==> config.mk <==
export PLATFORM = sky130hd
export DESIGN_NAME = genie_code_loader_flat
export DESIGN_NICKNAME = d
export VERILOG_FILES = /design/src/rtl/genie_code_loader_pkg.sv /design/src/rtl/genie_code_loader_if.sv /design/src/rtl/genie_letter_decode.sv /design/src/rtl/genie_code_loader.sv /design/src/flat_wrapper.sv
export SDC_FILE = /design/constraint.sdc
export NUM_CORES = 1
export LEC_CHECK = 0
export ABC_AREA = 1
export BUFFER_PORTS_ARGS = -buffer_cell sky130_fd_sc_hd__buf_4
export CORE_ASPECT_RATIO = 2
export CORE_MARGIN = 5
export CORE_UTILIZATION = 40
export DETAILED_ROUTE_END_ITERATION = 8
export SLEW_MARGIN = 20
export SYNTH_ARGS = -nofsm -noshare
export SYNTH_HDL_FRONTEND = slang
export SYNTH_SLANG_ARGS = --single-unit
==> constraint.sdc <==
create_clock -name clk -period 2.53 [get_ports clk]
set_clock_uncertainty 0.1 [all_clocks]
set_input_delay 0.506 -clock clk [delete_from_list [all_inputs] [get_ports clk]]
set_output_delay 0.506 -clock clk [all_outputs]
set_load 0.005 [all_outputs]
==> src/rtl/genie_code_loader_pkg.sv <==
// Shared definitions for the Game Genie code loader.
// - Code-word field positions: {strobe, index[3:0], enable, cmp_en, addr[14:0], compare, replace}
// - Separator/terminator character constants
// - FSM state encodings
// - letter_to_nibble(): upper-case Game Genie letter -> {valid, nibble}
package genie_code_loader_pkg;

  localparam int unsigned CodeW     = 38;
  localparam int unsigned StrobeBit = 37;
  localparam int unsigned IndexHi   = 36;
  localparam int unsigned IndexLo   = 33;
  localparam int unsigned EnableBit = 32;
  localparam int unsigned CmpEnBit  = 31;
  localparam int unsigned AddrHi    = 30;
  localparam int unsigned AddrLo    = 16;
  localparam int unsigned CompareHi = 15;
  localparam int unsigned CompareLo = 8;
  localparam int unsigned ReplaceHi = 7;
  localparam int unsigned ReplaceLo = 0;

  localparam logic [7:0] ChNul   = 8'h00;
  localparam logic [7:0] ChLf    = 8'h0A;
  localparam logic [7:0] ChCr    = 8'h0D;
  localparam logic [7:0] ChSemi  = 8'h3B;
  localparam logic [7:0] ChDash  = 8'h2D;
  localparam logic [7:0] ChSpace = 8'h20;

  localparam logic [1:0] StCollect = 2'd0;
  localparam logic [1:0] StSkip    = 2'd1;
  localparam logic [1:0] StDecode  = 2'd2;
  localparam logic [1:0] StEmit    = 2'd3;

  // Letter order A P Z L G I T Y E O X U K S V N maps to 0..15. Bit 4 flags a letter.
  function automatic logic [4:0] letter_to_nibble(input logic [7:0] c);
    logic [4:0] r;
    case (c)
      8'h41:   r = 5'h10;  // A
      8'h50:   r = 5'h11;  // P
      8'h5A:   r = 5'h12;  // Z
      8'h4C:   r = 5'h13;  // L
      8'h47:   r = 5'h14;  // G
      8'h49:   r = 5'h15;  // I
      8'h54:   r = 5'h16;  // T
      8'h59:   r = 5'h17;  // Y
      8'h45:   r = 5'h18;  // E
      8'h4F:   r = 5'h19;  // O
      8'h58:   r = 5'h1A;  // X
      8'h55:   r = 5'h1B;  // U
      8'h4B:   r = 5'h1C;  // K
      8'h53:   r = 5'h1D;  // S
      8'h56:   r = 5'h1E;  // V
      8'h4E:   r = 5'h1F;  // N
      default: r = 5'h00;
    endcase
    return r;
  endfunction

endpackage

==> src/rtl/genie_code_loader_if.sv <==
// Character stream and code-table bus of the Game Genie code loader.
// master: download source / table side (drives dl_start and the character stream).
// slave:  the loader (accepts characters, produces code words and status).
interface genie_code_loader_if;
  import genie_code_loader_pkg::*;

  logic             dl_start;
  logic             char_valid;
  logic [7:0]       char_data;
  logic             char_ready;
  logic [CodeW-1:0] code;
  logic [5:0]       code_count;
  logic [5:0]       err_count;
  logic             overflow;

  modport master (
    output dl_start, char_valid, char_data,
    input  char_ready, code, code_count, err_count, overflow
  );

  modport slave (
    input  dl_start, char_valid, char_data,
    output char_ready, code, code_count, err_count, overflow
  );

endinterface

==> src/rtl/genie_letter_decode.sv <==
// Combinational classifier for one ASCII character of a Game Genie code.
// Ports:
//   char_data  in  8  ASCII character
//   is_letter  out 1  character is a Game Genie letter
//   is_sep     out 1  '-' or ' ' (ignored)
//   is_term    out 1  LF, CR, ';' or NUL (ends a code)
//   nibble     out 4  letter value, 0 when not a letter
module genie_letter_decode
  import genie_code_loader_pkg::*;
#(
  parameter bit ALLOW_LOWER = 1'b1
) (
  input  logic [7:0] char_data,
  output logic       is_letter,
  output logic       is_sep,
  output logic       is_term,
  output logic [3:0] nibble
);

  logic [7:0] upper;
  logic [4:0] lv;

  always_comb begin
    upper = char_data;
    if (ALLOW_LOWER && (char_data >= 8'h61) && (char_data <= 8'h7A)) begin
      upper = char_data - 8'h20;
    end
    lv        = letter_to_nibble(upper);
    is_letter = lv[4];
    nibble    = lv[3:0];
    is_sep    = (char_data == ChDash) || (char_data == ChSpace);
    is_term   = (char_data == ChLf) || (char_data == ChCr) ||
                (char_data == ChSemi) || (char_data == ChNul);
  end

endmodule

==> src/rtl/genie_code_loader.sv <==
// Parses ASCII Game Genie codes, descrambles 6/8-letter codes and emits one 38-bit code word
// per valid code with a single-cycle load strobe in bit 37.
// Ports:
//   clk      in  system clock
//   reset_n  in  asynchronous active-low reset
//   bus      slave modport of genie_code_loader_if:
//            dl_start, char_valid, char_data in; char_ready, code, code_count, err_count,
//            overflow out
module genie_code_loader
  import genie_code_loader_pkg::*;
#(
  parameter int unsigned MAX_CODES   = 32,
  parameter bit          ALLOW_LOWER = 1'b1
) (
  input logic              clk,
  input logic              reset_n,
  genie_code_loader_if.slave bus
);

  logic [1:0]       state_q, state_d;
  logic [3:0]       cnt_q, cnt_d;
  logic [3:0]       nib_q [8];
  logic [14:0]      addr_q, addr_d;
  logic [7:0]       data_q, data_d;
  logic [7:0]       cmp_q, cmp_d;
  logic             cmp_en_q;
  logic [CodeW-1:0] code_q;
  logic [5:0]       code_count_q;
  logic [5:0]       err_count_q;
  logic             overflow_q;

  logic       is_letter, is_sep, is_term;
  logic [3:0] nibble;
  logic       xfer, err, nib_we, eight;
  logic       in_emit, room, emit_ok, emit_drop;

  genie_letter_decode #(
    .ALLOW_LOWER(ALLOW_LOWER)
  ) u_letter_decode (
    .char_data(bus.char_data),
    .is_letter(is_letter),
    .is_sep   (is_sep),
    .is_term  (is_term),
    .nibble   (nibble)
  );

  assign bus.char_ready = (state_q == StCollect) || (state_q == StSkip);
  // dl_start takes priority over a character offered in the same cycle.
  assign xfer  = bus.char_valid && bus.char_ready && !bus.dl_start;
  assign eight = (cnt_q == 4'd8);

  assign in_emit   = (state_q == StEmit) && !bus.dl_start;
  assign room      = ({26'd0, code_count_q} < MAX_CODES);
  assign emit_ok   = in_emit && room;
  assign emit_drop = in_emit && !room;

  always_comb begin
    state_d = state_q;
    cnt_d   = cnt_q;
    err     = 1'b0;
    nib_we  = 1'b0;
    case (state_q)
      StCollect: begin
        if (xfer) begin
          if (is_letter) begin
            if (eight) begin
              err     = 1'b1;
              state_d = StSkip;
            end else begin
              nib_we = 1'b1;
              cnt_d  = cnt_q + 4'd1;
            end
          end else if (is_term) begin
            if ((cnt_q == 4'd6) || eight) begin
              state_d = StDecode;
            end else if (cnt_q != 4'd0) begin
              err   = 1'b1;
              cnt_d = 4'd0;
            end
          end else if (!is_sep) begin
            err     = 1'b1;
            state_d = StSkip;
          end
        end
      end
      StSkip: begin
        if (xfer && is_term) begin
          state_d = StCollect;
          cnt_d   = 4'd0;
        end
      end
      StDecode: state_d = StEmit;
      default: begin
        state_d = StCollect;
        cnt_d   = 4'd0;
      end
    endcase
    if (bus.dl_start) begin
      state_d = StCollect;
      cnt_d   = 4'd0;
      err     = 1'b0;
    end
  end

  // Descramble. Bit 3 of the data byte comes from n7 for 8-letter codes, n5 otherwise.
  always_comb begin
    addr_d = {nib_q[3][2:0], nib_q[4][3], nib_q[5][2:0], nib_q[1][3],
              nib_q[2][2:0], nib_q[3][3], nib_q[4][2:0]};
    data_d = {nib_q[0][3], nib_q[1][2:0], (eight ? nib_q[7][3] : nib_q[5][3]), nib_q[0][2:0]};
    cmp_d  = eight ? {nib_q[6][3], nib_q[7][2:0], nib_q[5][3], nib_q[6][2:0]} : 8'h00;
  end

  always_ff @(posedge clk or negedge reset_n) begin
    if (!reset_n) begin
      state_q <= StCollect;
      cnt_q   <= 4'd0;
      for (int i = 0; i < 8; i++) begin
        nib_q[i] <= 4'd0;
      end
    end else begin
      state_q <= state_d;
      cnt_q   <= cnt_d;
      if (nib_we) begin
        nib_q[cnt_q[2:0]] <= nibble;
      end
    end
  end

  always_ff @(posedge clk or negedge reset_n) begin
    if (!reset_n) begin
      addr_q   <= 15'd0;
      data_q   <= 8'd0;
      cmp_q    <= 8'd0;
      cmp_en_q <= 1'b0;
    end else if (state_q == StDecode) begin
      addr_q   <= addr_d;
      data_q   <= data_d;
      cmp_q    <= cmp_d;
      cmp_en_q <= eight;
    end
  end

  // Fields only change together with the strobe, so code[36:0] is stable between strobes.
  always_ff @(posedge clk or negedge reset_n) begin
    if (!reset_n) begin
      code_q <= '0;
    end else if (emit_ok) begin
      code_q <= {1'b1, code_count_q[3:0], 1'b1, cmp_en_q, addr_q, cmp_q, data_q};
    end else begin
      code_q[StrobeBit] <= 1'b0;
    end
  end

  always_ff @(posedge clk or negedge reset_n) begin
    if (!reset_n) begin
      code_count_q <= 6'd0;
      err_count_q  <= 6'd0;
      overflow_q   <= 1'b0;
    end else if (bus.dl_start) begin
      code_count_q <= 6'd0;
      err_count_q  <= 6'd0;
      overflow_q   <= 1'b0;
    end else begin
      if (emit_ok) begin
        code_count_q <= code_count_q + 6'd1;
      end
      if (emit_drop) begin
        overflow_q <= 1'b1;
      end
      if (err && (err_count_q != 6'd63)) begin
        err_count_q <= err_count_q + 6'd1;
      end
    end
  end

  assign bus.code       = code_q;
  assign bus.code_count = code_count_q;
  assign bus.err_count  = err_count_q;
  assign bus.overflow   = overflow_q;

endmodule

==> src/flat_wrapper.sv <==
// flat-port wrapper written by rule: the top's interface ports become plain ports
module genie_code_loader_flat import genie_code_loader_pkg::*;
#(
  parameter int unsigned MAX_CODES   = 32,
  parameter bit          ALLOW_LOWER = 1'b1
)
  (clk, reset_n, bus_dl_start, bus_char_valid, bus_char_data, bus_char_ready, bus_code, bus_code_count, bus_err_count, bus_overflow);
  genie_code_loader_if bus_i ();
  input logic clk;
  input logic reset_n;
  input wire logic [$bits(bus_i.dl_start)-1:0] bus_dl_start;
  input wire logic [$bits(bus_i.char_valid)-1:0] bus_char_valid;
  input wire logic [$bits(bus_i.char_data)-1:0] bus_char_data;
  output wire logic [$bits(bus_i.char_ready)-1:0] bus_char_ready;
  output wire logic [$bits(bus_i.code)-1:0] bus_code;
  output wire logic [$bits(bus_i.code_count)-1:0] bus_code_count;
  output wire logic [$bits(bus_i.err_count)-1:0] bus_err_count;
  output wire logic [$bits(bus_i.overflow)-1:0] bus_overflow;
  assign bus_i.dl_start = bus_dl_start;
  assign bus_i.char_valid = bus_char_valid;
  assign bus_i.char_data = bus_char_data;
  assign bus_char_ready = bus_i.char_ready;
  assign bus_code = bus_i.code;
  assign bus_code_count = bus_i.code_count;
  assign bus_err_count = bus_i.err_count;
  assign bus_overflow = bus_i.overflow;
  genie_code_loader #(.MAX_CODES(MAX_CODES), .ALLOW_LOWER(ALLOW_LOWER)) u_core (.clk(clk), .reset_n(reset_n), .bus(bus_i));
endmodule
==> impl_metrics.toml, run 1 <==
[yosys]
synthTopCellsByArea = "dfrtp_1 54%, nand2_1 19%, nand3_1 5.6%"
avgSynthCellArea_sq_um = 8.09
syn-num-nets = 702
yosys.cell_count.top_type = "nand2_1"
synth_enable_flop_cells = 0
yosysTopAreaCell = "dfrtp_1"
ys_ff_latch = 120
syn_area_sq_mm = 0.00553
synthCells = 683
yosys_warnings = 0
synth_commonest_cells = "284 x nand2_1, 120 x dfrtp_1, 62 x nand3_1, 53 x inv_1, 47 x nor2_1"
synthFlopType = "dfrtp_1"
yosys.area.top_type_share_pct = 54.3
ys_seq_area_share_pct = 54.3
async_reset_ff_share_pct = 100
synth_cell_types = 30

[finish]
drive_above_1_share_pct = 17.6
nets = 790
diodes = 0
area_growth_syn_to_layout_pct = 24.4
fillCellCount = 1282
utilization_pct = 50.9

[worst_setup_path]
required_ns = 2.72
start_kind = "input pin"
crit_path_end_kind = "flop"
slowest_stage = "ha_1"
crit_arrival_ns = 2.49
crit_top_cell = "nand2_1"
slowest_delay_ns = 0.28
crit_chain = "buf_4 > inv_1 > ha_1 > inv_1 > nand3_1 > nand4_1 > nand2_2 > nor2_4 > o21ai_0 > nand2_1 > inv_1 > nand2_1 > nor2_1 > nor2_4 > nand4_1 > nand2_1 > nand2_1"
worstPathMaxFanout = 8
critPathKind = "in2reg"

[drt]
wl_per_cell_microns = 13.5
drt_iter0_drc = 274
viasPerCell = 4.97
vias = 4667
antenna_left = 0
drt_pass1_iterations = 5
drcViolationCount = 0
routed_wl_microns = 12700

[clock_tree]
htreeDepth = 4
clkTransAtPathRegs_ns = 0.06
clockRootBuffer = "clkbuf_16"
clock_latency_ns = 0.41
cts_buffers = 17
cts_buffer_depth = 2
cts_tree = "done"
clkSinkCount = 120

[power]
p_per_area_mw_per_mm2 = 659
p_leak_nw = 3.75
vdd_drop_max_mv = 0.415

[grt]
grt_first_pass_wirelength_microns = 21400
grt_max_degree = 62
gr-total-overflow = 0
grt_usage_pct = 16.3
first_global_vias = 4536
antenna_found_initial = 0

[floorplan]
initial_core_util_pct = 40.9
die_area_sq_mm = 0.0164
core_area_sq_mm = 0.0135
die_w_microns = 93.1
pin_count = 64
rows = 60
die_y_microns = 176

[timing]
period_share_pct = 90.9
worst_pin_slew_ns = 0.478
final.min_clock_period_ns = 2.30
relSlewSlack_pct = 68.1
setup_viol = 0
fmax_mhz = 435
tns_ns = 0
final-max-slew-violation-count = 0
rsz0062_at_grt = "false"
finalHoldViolCount = 0

[placed_design]
io_buffers = 63
gp_congestion = 0.832
hpwlAfterDp_microns = 9200

[hold_path]
hold_path_class = "in2reg"

[flow_run]
maxCapViolations = 0

[status]
run_status = "finished, final reports clean"
## cells in the final DEF (no fill, tap or decap), drive strengths merged, types with 9 or more instances in the layout
cell type / Yosys / final
inv: 55 / 58
o21ai: 37 / 37
buf: 4 / 89
nand4: 13 / 13
clkinv: 1 / 9
clkbuf: 17 / 19
nand3: 63 / 63
nand2: 289 / 289
dfrtp: 120 / 120
nor2: 52 / 52
## worst max-delay path, delay by kind of cell
| family | cells | cell delay, ns |
|---|---|---|
| AO/OA/AOI/OAI | 1 | 0.15 |
| AND/OR/NAND/NOR | 11 | 1.33 |
| buffers and inverters | 4 | 0.23 |
| adder cells (fa/ha/maj) | 1 | 0.28 |
## final timing paths
| path | slack (ns) | startpoint | endpoint | cells after the start |
|---|---|---|---|---|
| max | 0.23 | bus_char_data[5] | u_core.nib_q[4] | 17 |
| min | 0.21 | bus_dl_start | u_core.bus.code_count[4] | 2 |
| max reg2reg | 0.33 | u_core.cnt_q[0] | u_core.cnt_q[3] | 10 |
| min reg2reg | 0.37 | u_core.addr_q[12] | u_core.addr_q[12] | 2 |
| max in group asynchronous | 1.10 | reset_n | u_core.bus.code[24] | 3 |
| min in group asynchronous | 0.47 | reset_n | u_core.bus.err_count[2] | 2 |
## routing by layer
layer	vias to the layer above	wire length (microns)	share of wire [%]	global-route usage (%)
met5	-	0	0	0
met4	0	277	2.2	6.61
met3	20	371	2.9	2.94
met2	114	6870	54	29.9
met1	2184	5150	41	18.2
li1	2349	-	-	-
## state kept, by name (all words and copies together), names as in the netlist
name	flops
u_core.bus.overflow	1
u_core.cmp_en_q	1
u_core.data_d	7
u_core.cmp_q	8
u_core.addr_q	15
u_core.bus.code_count	6
u_core.cnt_q	4
u_core.bus.err_count	6
u_core.addr_d	15
u_core.nib_q	9
u_core.state_q	2
u_core.bus.code	38
u_core.data_q	8
## cell type report
class                      count  area, sq um  share of cell area [%]
clock inverter                13         96.3                    1.40
sequential                   120         3000                    43.7
timing repair buffer          90          703                    10.2
inverter                      56          210                    3.06
tap                          155          194                    2.82
multi-input combinational    486         2220                    32.2
clock buffer                  19          453                    6.59
## metrics by stage
step | hold WS [ns] | setup WS, ns | cell area, sq um | total power, mW | std cells
after CTS | 0.198 | 0.214 | 6870 | 4.57 | 939
final | 0.206 | 0.231 | 6880 | 4.53 | 939
after global placement | 0.348 | -0.148 | 6310 | 2.35 | 906
after detailed placement | 0.357 | -0.223 | 6310 | 2.36 | 906
after floorplan | 0.110 | 0.175 | 5530 | 2.17 | 683
after global routing | 0.209 | 0.00733 | 6880 | 4.70 | 939
## kinds of logic (layout without fill, tap and decap cells)
logic type      after synthesis  in the layout  share of synthesized area (%)
compound gates               49             49                           4.87
flops                       120            120                           54.3
xor+xnor                      7              7                           1.11
simple gates                423            423                           32.5
buf+inv                      77            178                           5.64
fa+ha+maj                     7              7                           1.58
## timing repair
| action | CTS | global route |
|---|---|---|
| hold buffers | 1 | 0 |
| buffers inserted | 0 | 0 |
| endpoints found under the hold margin | 27 | 0 |
| setup endpoints to repair | 0 | 4 |
| resized for setup | 0 | 1 |
## power breakdown
part / internal, mW / switching, mW
combinational: 0.130 / 0.201
sequential: 1.96 / 0.0338
clock: 1.31 / 0.896
total: 3.40 / 1.13
(Power assumes the default switching activity.)
==> inputs of run 2 (changes only) <==
--- a/config.mk
+++ b/config.mk
@@ -11,6 +11,7 @@
 export CORE_MARGIN = 5
 export CORE_UTILIZATION = 40
 export DETAILED_ROUTE_END_ITERATION = 8
+export PLACE_DENSITY = 0.63
 export SLEW_MARGIN = 20
 export SYNTH_ARGS = -nofsm -noshare
 export SYNTH_HDL_FRONTEND = slang
==> run 2 against run 1 <==
Critical path depth grew 2. Die area unchanged. Largest cell class unchanged. Sequential power hardly changed. Utilization grew 0.24 points.
==> impl_metrics.toml, run 2 (synthesized netlist as in run 1, its figures left out) <==
[status]
run_status = "finished, final reports clean"

[clock_tree]
cts_buffer_depth = 2
clock_latency_ns = 0.40
clkTransAtPathRegs_ns = 0.05
cts_buffers = 17
cts_tree = "done"
htreeDepth = 4
clockRootBuffer = "clkbuf_16"
clkSinkCount = 120
holdBufCountCts = 0

[grt]
grt_usage_pct = 15.9
grt_first_pass_wirelength_microns = 21000
gr-total-overflow = 0
grt_max_degree = 121
antenna_found_initial = 0
first_global_vias = 4617

[finish]
layout_commonest_cell = "nand2_1"
drive_above_1_share_pct = 17.5
largest_reg_flops = 38
area_growth_syn_to_layout_pct = 25.0
final_cells = 939
diodes = 0
final_area_sq_mm = 0.00691
nets = 793
final_cell_mix = "284 x nand2_1, 120 x dfrtp_1, 89 x buf_4, 62 x nand3_1, 53 x inv_1"

[drt]
vias = 4639
viasPerCell = 4.94
drt_pass1_iterations = 5
routed_wl_microns = 12400
antenna_left = 0
drt_iter0_drc = 298
drcViolationCount = 0
wl_per_cell_microns = 13.2

[worst_setup_path]
path_delay_family = "simple AND/OR/NAND/NOR gates"
start_kind = "input pin"
worstPathMaxFanout = 7
r2r-start = "u_core.cnt_q[0]"
crit_buf_inv = 4
reg2reg_depth = 10
crit_arrival_ns = 2.50
crit_cells = 19
slowest_stage = "nor2_4"
crit_top_cell = "nand2_1"
crit_chain = "buf_4 > inv_1 > ha_1 > inv_1 > nand2_1 > nand3_1 > nand4_1 > nand2_2 > nor2_4 > nand2_1 > nand2_1 > nor2_1 > nand2_1 > nor2_1 > nor2_4 > buf_12 > nand4_1 > nand2_1 > nand2_1"
crit_path_end_kind = "flop"
slowest_delay_ns = 0.20
r2r_setup_slack_ns = 0.32
required_ns = 2.71
crit_end = "u_core.nib_q[11]"
critPathKind = "in2reg"
r2r-end = "u_core.bus.err_count[3]"
cp-startpoint = "bus_char_data[5]"

[hold_path]
hold_path_class = "in2async"

[floorplan]
pin_count = 64
die_y_microns = 176
core_area_sq_mm = 0.0135
initial_core_util_pct = 40.9
rows = 60
die_w_microns = 93.1
die_area_sq_mm = 0.0164

[placed_design]
hpwlAfterDp_microns = 9020
dp.cells = 909
gp_congestion = 0.838
placed_cell_area_sq_mm = 0.00635
io_buffers = 63

[timing]
setup_viol = 0
relSlewSlack_pct = 54.6
final.min_clock_period_ns = 2.32
final-max-slew-violation-count = 0
worst_pin_slew_ns = 0.680
period_share_pct = 91.7
finalHoldViolCount = 0
whs_ns = 0.0475
fmax_mhz = 431

[power]
p_per_area_mw_per_mm2 = 657
p_leak_nw = 3.77
vdd_drop_max_mv = 0.434

[flow_run]
maxCapViolations = 0
run 2: changes by cell type in the layout (fill, tap and decap cells not counted), sizes merged:
cell         before  now
inv              58   55
bufinv            0    2
dlygate4sd3       1    0
clkinv            9    8
clkbuf           19   18
buf              89   93
run 2: layer usage:
layer	GRT usage [%]	up-vias	wire length [microns]
met5	0	-	0
met4	8.13	0	304
met3	3.07	20	318
met2	28.7	94	6770
met1	17.4	2177	5010
li1	-	2348	-
run 2: final cells by class:
type / instances / area [sq um]
clock buffers: 18 / 429
clock inverters: 11 / 110
fillers: 1269 / 6600
inverters: 56 / 210
multi-input cells: 486 / 2210
flip-flops and latches: 120 / 3000
well taps: 155 / 194
repair buffers: 93 / 748
run 2: worst register-to-register path, stage by stage, from the launching register on:
cell and delay [ns]:
dfrtp_1 0.45, inv_1 0.21, ha_1 0.18, inv_1 0.07, nor3_2 0.27, inv_1 0.21, nand2_1 0.13, nand2_1 0.17
buf_4 0.20, nand3_1 0.06, nand2_1 0.06
run 2: worst min-delay path by stage:
| stage | start | to | slack [ns] | cells past startpoint |
|---|---|---|---|---|
| 4_1_cts | reset_n | u_core.bus.err_count[3] | 0.11 | 2 |
| 3_5_place_dp | u_core.addr_q[4] | u_core.addr_q[4] | 0.36 | 2 |
| 5_1_grt | reset_n | u_core.bus.code_count[4] | 0.13 | 2 |
| 2_1_floorplan | reset_n | u_core.addr_d[0] | 0.11 | 0 |
| 3_3_place_gp | u_core.addr_q[4] | u_core.addr_q[4] | 0.35 | 2 |
| 6_report | reset_n | u_core.bus.err_count[3] | 0.05 | 2 |
run 2: report_power, final:
group	internal [mW]	switching, mW
registers	1.96	0.0337
clock network	1.41	0.791
logic	0.136	0.200
total	3.51	1.02
run 2: repair_timing:
action | CTS | global route
gates resized for setup | 0 | 1
setup buffers | 0 | 1
setup endpoints to repair | 0 | 6
run 2: through the flow:
step | utilization (%) | TNS [ns] | power [mW] | setup WS, ns
5_1_grt | 51.1 | -0.0158 | 4.70 | -0.00957
3_3_place_gp | 47.0 | -1.78 | 2.36 | -0.103
4_1_cts | 51.0 | 0 | 4.59 | 0.225
3_5_place_dp | 47.0 | -5.84 | 2.37 | -0.196
2_1_floorplan | - | 0 | 2.17 | 0.175
6_report | 51.1 | 0 | 4.54 | 0.211
